<file path="src/rtl/reg_scoreboard_pkg.sv">
// reg_scoreboard_pkg
// Shared constants for the register scoreboard: register count, register
// index width, default per-register outstanding-write counter width, and
// the hard-wired zero register index.
package reg_scoreboard_pkg;
  localparam int NREG  = 32;
  localparam int REG_W = 5;
  localparam int CNT_W = 2;
  localparam logic [REG_W-1:0] REG_ZERO = 5'd0;
endpackage

</file>
<file path="src/rtl/reg_scoreboard_if.sv">
// reg_scoreboard_if
// Issue / writeback / flush bundle between the decode stage and the
// register scoreboard.
//   master : issue_* and rs* operand info, wb_valid/wb_rd, flush (driven);
//            stall, busy_mask, overflow_err (observed)
//   slave  : the scoreboard side, directions reversed
interface reg_scoreboard_if #(
  parameter int NREG = reg_scoreboard_pkg::NREG
);
  import reg_scoreboard_pkg::*;

  logic             issue_valid;
  logic [REG_W-1:0] issue_rd;
  logic             issue_wen;
  logic             issue_long;
  logic [REG_W-1:0] rs1;
  logic [REG_W-1:0] rs2;
  logic             rs1_used;
  logic             rs2_used;
  logic             wb_valid;
  logic [REG_W-1:0] wb_rd;
  logic             flush;
  logic             stall;
  logic [NREG-1:0]  busy_mask;
  logic             overflow_err;

  modport master (
    output issue_valid, issue_rd, issue_wen, issue_long,
    output rs1, rs2, rs1_used, rs2_used,
    output wb_valid, wb_rd, flush,
    input  stall, busy_mask, overflow_err
  );

  modport slave (
    input  issue_valid, issue_rd, issue_wen, issue_long,
    input  rs1, rs2, rs1_used, rs2_used,
    input  wb_valid, wb_rd, flush,
    output stall, busy_mask, overflow_err
  );
endinterface

</file>
<file path="src/rtl/reg_scoreboard_sb_counter.sv">
// sb_counter
// Saturating up/down counter of outstanding long-latency writes for one
// architectural register.
//   clk, rst : clock, synchronous active-high reset
//   clr      : synchronous clear (pipeline flush), wins over inc/dec
//   inc, dec : count up / down; both together leave the count unchanged
//   cnt      : current count
//   nz, full : count is non-zero / count is at its maximum
module sb_counter #(
  parameter int CNT_W = 2
) (
  input  logic             clk,
  input  logic             rst,
  input  logic             clr,
  input  logic             inc,
  input  logic             dec,
  output logic [CNT_W-1:0] cnt,
  output logic             nz,
  output logic             full
);
  assign nz   = (cnt != '0);
  assign full = (cnt == '1);

  always_ff @(posedge clk) begin
    if (rst || clr) begin
      cnt <= '0;
    end else if (inc && !dec && !full) begin
      cnt <= cnt + 1'b1;
    end else if (dec && !inc && nz) begin
      cnt <= cnt - 1'b1;
    end
  end
endmodule

</file>
<file path="src/rtl/reg_scoreboard.sv">
// reg_scoreboard
// Tracks destination registers with long-latency writes in flight and
// raises a combinational decode stall on RAW (source pending) or WAW
// (destination counter saturated) hazards. Counts are released only by
// writeback, never by forwarding.
//   clk, rst : clock, synchronous active-high reset
//   sb       : reg_scoreboard_if.slave (issue, operands, writeback, flush,
//              stall, busy_mask, overflow_err)
module reg_scoreboard
  import reg_scoreboard_pkg::*;
#(
  parameter int NREG  = reg_scoreboard_pkg::NREG,
  parameter int CNT_W = reg_scoreboard_pkg::CNT_W
) (
  input  logic             clk,
  input  logic             rst,
  reg_scoreboard_if.slave  sb
);
  logic [CNT_W-1:0] cnt [NREG];
  logic [NREG-1:0]  nz;
  logic [NREG-1:0]  full;
  logic [NREG-1:0]  inc_vec;
  logic [NREG-1:0]  dec_vec;

  logic [CNT_W-1:0] cnt_rs1;
  logic [CNT_W-1:0] cnt_rs2;
  logic [CNT_W-1:0] cnt_wb;
  logic             raw;
  logic             waw;
  logic             stall_int;
  logic             accept;
  logic             inc;
  logic             dec;
  logic             wb_orphan;
  logic             suppress;
  logic [1:0]       supp_cnt;
  logic             ovf_q;

  // x0 is hard-wired: never tracked, never busy
  assign cnt[0]  = '0;
  assign nz[0]   = 1'b0;
  assign full[0] = 1'b0;

  for (genvar i = 1; i < NREG; i++) begin : g_cnt
    sb_counter #(.CNT_W(CNT_W)) u_cnt (
      .clk  (clk),
      .rst  (rst),
      .clr  (sb.flush),
      .inc  (inc_vec[i]),
      .dec  (dec_vec[i]),
      .cnt  (cnt[i]),
      .nz   (nz[i]),
      .full (full[i])
    );
  end

  assign cnt_rs1 = cnt[sb.rs1];
  assign cnt_rs2 = cnt[sb.rs2];
  assign cnt_wb  = cnt[sb.wb_rd];

  always_comb begin
    raw       = (sb.rs1_used && (cnt_rs1 != '0)) ||
                (sb.rs2_used && (cnt_rs2 != '0));
    waw       = sb.issue_wen && sb.issue_long &&
                (sb.issue_rd != REG_ZERO) && full[sb.issue_rd];
    stall_int = sb.issue_valid && (raw || waw) && !sb.flush;
    accept    = sb.issue_valid && !stall_int && !sb.flush;
    inc       = accept && sb.issue_wen && sb.issue_long &&
                (sb.issue_rd != REG_ZERO);
    // Decrement uses the count before this edge, so a same-cycle
    // writeback never lowers stall; keeps wb -> stall off the timing path.
    dec       = sb.wb_valid && (sb.wb_rd != REG_ZERO) && (cnt_wb != '0) &&
                !sb.flush;
    wb_orphan = sb.wb_valid && (sb.wb_rd != REG_ZERO) && (cnt_wb == '0);
    // Writebacks for work discarded by a flush may still drain for two
    // cycles afterwards; those must not look like orphans.
    suppress  = sb.flush || (supp_cnt != 2'd0);

    inc_vec = '0;
    dec_vec = '0;
    if (inc) inc_vec[sb.issue_rd] = 1'b1;
    if (dec) dec_vec[sb.wb_rd]    = 1'b1;
  end

  always_ff @(posedge clk) begin
    if (rst) begin
      supp_cnt <= 2'd0;
      ovf_q    <= 1'b0;
    end else begin
      if (sb.flush) begin
        supp_cnt <= 2'd2;
      end else if (supp_cnt != 2'd0) begin
        supp_cnt <= supp_cnt - 2'd1;
      end
      if (wb_orphan && !suppress) begin
        ovf_q <= 1'b1;
      end
    end
  end

  assign sb.stall        = stall_int;
  assign sb.busy_mask    = nz;
  assign sb.overflow_err = ovf_q;
endmodule
</file>
<file path="src/flat_wrapper.sv">
// flat-port wrapper written by rule: the top's interface ports become plain ports
module reg_scoreboard_flat import reg_scoreboard_pkg::*;
#(
  parameter int NREG  = reg_scoreboard_pkg::NREG,
  parameter int CNT_W = reg_scoreboard_pkg::CNT_W
)
  (clk, rst, sb_issue_valid, sb_issue_rd, sb_issue_wen, sb_issue_long, sb_rs1, sb_rs2, sb_rs1_used, sb_rs2_used, sb_wb_valid, sb_wb_rd, sb_flush, sb_stall, sb_busy_mask, sb_overflow_err);
  reg_scoreboard_if #(.NREG(NREG)) sb_i ();
  input  logic clk;
  input  logic rst;
  input wire logic [$bits(sb_i.issue_valid)-1:0] sb_issue_valid;
  input wire logic [$bits(sb_i.issue_rd)-1:0] sb_issue_rd;
  input wire logic [$bits(sb_i.issue_wen)-1:0] sb_issue_wen;
  input wire logic [$bits(sb_i.issue_long)-1:0] sb_issue_long;
  input wire logic [$bits(sb_i.rs1)-1:0] sb_rs1;
  input wire logic [$bits(sb_i.rs2)-1:0] sb_rs2;
  input wire logic [$bits(sb_i.rs1_used)-1:0] sb_rs1_used;
  input wire logic [$bits(sb_i.rs2_used)-1:0] sb_rs2_used;
  input wire logic [$bits(sb_i.wb_valid)-1:0] sb_wb_valid;
  input wire logic [$bits(sb_i.wb_rd)-1:0] sb_wb_rd;
  input wire logic [$bits(sb_i.flush)-1:0] sb_flush;
  output wire logic [$bits(sb_i.stall)-1:0] sb_stall;
  output wire logic [$bits(sb_i.busy_mask)-1:0] sb_busy_mask;
  output wire logic [$bits(sb_i.overflow_err)-1:0] sb_overflow_err;
  assign sb_i.issue_valid = sb_issue_valid;
  assign sb_i.issue_rd = sb_issue_rd;
  assign sb_i.issue_wen = sb_issue_wen;
  assign sb_i.issue_long = sb_issue_long;
  assign sb_i.rs1 = sb_rs1;
  assign sb_i.rs2 = sb_rs2;
  assign sb_i.rs1_used = sb_rs1_used;
  assign sb_i.rs2_used = sb_rs2_used;
  assign sb_i.wb_valid = sb_wb_valid;
  assign sb_i.wb_rd = sb_wb_rd;
  assign sb_i.flush = sb_flush;
  assign sb_stall = sb_i.stall;
  assign sb_busy_mask = sb_i.busy_mask;
  assign sb_overflow_err = sb_i.overflow_err;
  reg_scoreboard #(.NREG(NREG), .CNT_W(CNT_W)) u_core (.clk(clk), .rst(rst), .sb(sb_i));
endmodule
</file>
<file path="config.mk">
export PLATFORM = sky130hd
export DESIGN_NAME = reg_scoreboard_flat
export DESIGN_NICKNAME = d
export VERILOG_FILES = /design/src/rtl/reg_scoreboard_pkg.sv /design/src/rtl/reg_scoreboard_if.sv /design/src/rtl/reg_scoreboard_sb_counter.sv /design/src/rtl/reg_scoreboard.sv /design/src/flat_wrapper.sv
export SDC_FILE = /design/constraint.sdc
export NUM_CORES = 1
export LEC_CHECK = 0
export BUFFER_PORTS_ARGS = -buffer_cell sky130_fd_sc_hd__buf_4
export CORE_ASPECT_RATIO = 1.4
export CORE_UTILIZATION = 40
export CTS_BUF_LIST = sky130_fd_sc_hd__clkbuf_2 sky130_fd_sc_hd__clkbuf_4 sky130_fd_sc_hd__clkbuf_8
export DETAILED_ROUTE_END_ITERATION = 16
export GPL_TIMING_DRIVEN = 0
export REMOVE_ABC_BUFFERS = 1
export SYNTH_ARGS = -nofsm -noshare
export SYNTH_HDL_FRONTEND = slang
export SYNTH_SLANG_ARGS = --single-unit
</file>
<file path="constraint.sdc">
create_clock -name clk -period 6.85 [get_ports clk]
set_input_delay 1.7125 -clock clk [delete_from_list [all_inputs] [get_ports clk]]
set_output_delay 1.7125 -clock clk [all_outputs]
set_load 0.02 [all_outputs]
</file>
==> impl_metrics.toml <==
[timing]
setup_repair_after_global_routing_missed_its_margin = "no"
worst_slack_ns = 1.03
timing.final.crit_share_pct = 84.9
timing_worst_slew_pin_value_ns = 1.14
finalHoldViolCount = 0
fin_worst_skew_ns = 0.00859
setup_viol_count_final = 0
slew_violations = 0
slew-limit-headroom_pct = 23.9
maxClockFrequency_mhz = 172
layout_min_cycle_time_ns = 5.82

[job]
maxCapViolations = 0

[worst_setup_path]
critPathLaunchType = "input port"
reg2reg_depth = 8
timing.critical_path.cells = "buf_4 -> mux4_2 -> nand3b_1 -> nand3_1 -> o31ai_4 -> buf_16 -> nor2_1 -> nor3b_1 -> buf_4"
cp_max_fo = 17
library_cell_appearing_most_often_on_the_critical_path = "sky130_fd_sc_hd__buf_4"
worst_reg2reg_path_startpoint = "u_core.g_cnt[20].u_cnt.cnt[0]"
critPathSlowestCell = "sky130_fd_sc_hd__o31ai_4"
kind_of_end_point_of_the_critical_path = "output port"
critical_path_class = "in -> out"
max_stage_delay_ns = 0.72
crit-reg2reg-capture = "u_core.g_cnt[28].u_cnt.cnt[1]"
r2r_slack_ns = 3.54
critical_path_required_ns = 5.14
critical_path_arrival_ns = 4.10

[global_routing]
vias_in_the_first_global_route = 5181
antenna_found_initial = 0
groute.usage.overall_pct = 26.2
grt_remaining_overflow = 0
pin_count_of_the_biggest_net_entering_global_routing = 52
first_pass_grt_wire_length_mm = 27.7

[logic_synthesis]
synth_largest_type_area_fraction_pct = 24.4
synthesis.area_mm2 = 0.00533
ys_types = 58
synth_enable_flop_cells = 0
synth-seq-cells = 65
synthMuxAreaShare_pct = 7.81
yosys.area_share.xor_xnor_pct = 10.2
yosysWarningCount = 0
synthSimpleGateAreaFrac_pct = 34.8
synth.yosys.seq_area_share_pct = 24.4
synth_cells = 706
postSynth.asyncResetShare_pct = 0
cell_taking_the_most_area_after_synthesis = "sky130_fd_sc_hd__dfxtp_1"
synth_top_family_by_area = "simple AND/OR/NAND/NOR gates"
synth_area_per_cell_um2 = 7.55
synth-compound-area-share_pct = 11.8
synth_area_leaders = "sky130_fd_sc_hd__dfxtp_1, sky130_fd_sc_hd__xnor2_1, sky130_fd_sc_hd__mux4_2"
post_synth_fa_ha_maj_area_fraction_pct = 0
synth-main-ff-cell = "sky130_fd_sc_hd__dfxtp_1"

[power]
power.share.clock_pct = 40.3
share_comb_of_total_power_pct = 15.2
ratio_of_total_power_to_cell_area_mw_per_mm2 = 146
worst_ir_drop_vdd_uv = 87.5
seq_power_share_pct = 44.4
power.static_leakage_nw = 2.07
sw_frac_of_total_pct = 28.7
netSwitchingPower_w = 0.000245
internal_power_contribution_w = 0.000609

[drt]
detail-route-antenna-nets = 0
met3WireLength_mm = 1.32
wl_met1_mm = 6.86
dr_total_vias = 5449
dr.pass1.iters = 6
wl_met2_mm = 8.47
drt-vias-per-instance = 6.15
routed_wirelength_mm = 17.6
wl_per_cell_um = 19.8
drt_drc_violations_left = 0
dr_top_layer = "met4"
drt_iter0_drc = 438

[floorplanning]
die_width_um = 99.6
floorplan.die_area_mm2 = 0.0138
start_util_pct = 41.2
std_cell_rows = 49
floorplan.core_area_mm2 = 0.0129
io_pins = 63
die_height_um = 139

[hold_path]
min_path_type = "reg -> reg"
min_to = "u_core.supp_cnt[0]"
worstHoldPathCells = 1
min_from = "u_core.supp_cnt[0]"

[placement]
postPlaceCellArea_mm2 = 0.00566
pre_cts_ws_ns = 1.06
gpl.final_weighted_congestion = 0.908
port_buffer_count = 61
detailedPlacementHpwl_mm = 12.8

[clock_tree]
clock-root-buffer = "sky130_fd_sc_hd__clkbuf_8"
cts.hold.buffers_added = 0
clk-insertion-delay-late_ns = 0.36
cts_inserted_buffers = 9
clk_transition_reported_paths_ns = 0.07
clock_sink_count = 65
h_tree_levels = 3
cts_repair_resize_count = 0
clk_path_buf_depth = 2
cts_tree = "built"
cts_post_setup_buffers_inserted = 0

[final_layout]
nets = 733
stdcell_area_mm2 = 0.00586
syn2layout_area_growth_pct = 9.85
antennaDiodeCount = 0
layout-drive-gt1-share_pct = 17.4

[status]
run_status = "complete, no violations"
layout make-up:
class,count,area (µm²)
fillers,1356,7080
multi-input cells,527,3480
flip-flops and latches,65,1300
repair buffers,64,515
well taps,178,223
clock buffers,12,159
inverters,37,139
clock inverters,3,40.0
how the worst max path moves through the flow:
stage | startpoint | to | cells after the start
after floorplan | sb_rs2[0] | sb_stall | 7
final | sb_rs1[1] | sb_stall | 9
after global routing | sb_rs1[1] | sb_stall | 9
after CTS | sb_rs1[1] | sb_stall | 9
after global placement | sb_rs2[1] | sb_stall | 9
after detailed placement | sb_rs1[1] | sb_stall | 9
worst max-delay path: cells and delay by family:
| family | cells | cell delay [ns] |
|---|---|---|
| compound gates | 1 | 0.72 |
| buf+inv | 3 | 0.61 |
| mux | 1 | 0.54 |
| simple gates | 4 | 0.50 |
flip-flops by register name, summed over array words and instances, names as in the netlist:
signal                  count
u_core.supp_cnt             2
u_core.sb.overflow_err      1
u_core.g_cnt.u_cnt.cnt     62
power groups by stage:
stage | registers, W | clock network, W | logic [W]
5_1_grt | 0.000380 | 0.000366 | 0.000139
3_3_place_gp | 0.000388 | 0 | 0.000117
4_1_cts | 0.000380 | 0.000348 | 0.000128
2_1_floorplan | 0.000389 | 0 | 0.0000567
3_5_place_dp | 0.000389 | 0 | 0.000127
6_report | 0.000380 | 0.000345 | 0.000130
layer usage:
| metal | GRT usage, % | vias to the layer above |
|---|---|---|
| li1 | - | 2485 |
| met1 | 32.1 | 2618 |
| met2 | 43.1 | 281 |
| met3 | 4.64 | 65 |
| met4 | 14.7 | 0 |
| met5 | 0 | - |
per-stage QoR:
stage	std cells	utilization (%)	TNS, ns	hold slack (ns)	power [W]
after global routing	886	45.3	0	0.494	0.000885
after CTS	886	45.3	0	0.450	0.000855
after global placement	868	43.0	-1.33	0.431	0.000505
after floorplan	629	-	0	0.420	0.000446
after detailed placement	871	43.7	0	0.441	0.000516
final	886	45.3	0	0.451	0.000855
kinds of logic after synthesis:
logic type      count (synthesis)
simple gates                  352
flops                          65
mux                            19
compound gates                 94
xor+xnor                       61
buf+inv                       114
other cells                     1
cell usage in the layout, fill, tap and decap left out, drive strengths merged, types with 13 or more instances in the layout:
cell,netlist,layout
nand2,56,56
mux4,18,18
dfxtp,65,65
nand3,35,35
or2,13,13
or3,26,26
buf,44,64
inv,37,37
nor3,40,40
o21ai,15,15
nor4,42,42
a21oi,27,27
nor2,74,74
xnor2,51,51
synth_stat cells, types with 5 or more instances:
cell                       count
sky130_fd_sc_hd__a211oi_1      5
sky130_fd_sc_hd__a21oi_1      27
sky130_fd_sc_hd__a31oi_1       7
sky130_fd_sc_hd__and2_1        6
sky130_fd_sc_hd__buf_2         9
sky130_fd_sc_hd__buf_4        32
sky130_fd_sc_hd__clkbuf_1     31
sky130_fd_sc_hd__dfxtp_1      65
sky130_fd_sc_hd__inv_1        37
sky130_fd_sc_hd__mux4_2       18
sky130_fd_sc_hd__nand2_1      56
sky130_fd_sc_hd__nand2b_1      8
sky130_fd_sc_hd__nand3_1      35
sky130_fd_sc_hd__nand3b_1      8
sky130_fd_sc_hd__nand4_1      11
sky130_fd_sc_hd__nor2_1       74
sky130_fd_sc_hd__nor2b_1      12
sky130_fd_sc_hd__nor3_1       36
sky130_fd_sc_hd__nor3b_1       5
sky130_fd_sc_hd__nor4_1       42
sky130_fd_sc_hd__o211ai_1     11
sky130_fd_sc_hd__o21ai_0      14
sky130_fd_sc_hd__or2_2        11
sky130_fd_sc_hd__or3_1        25
sky130_fd_sc_hd__xnor2_1      50
sky130_fd_sc_hd__xor2_1       10
No activity file was read; power rests on OpenSTA's default activity.
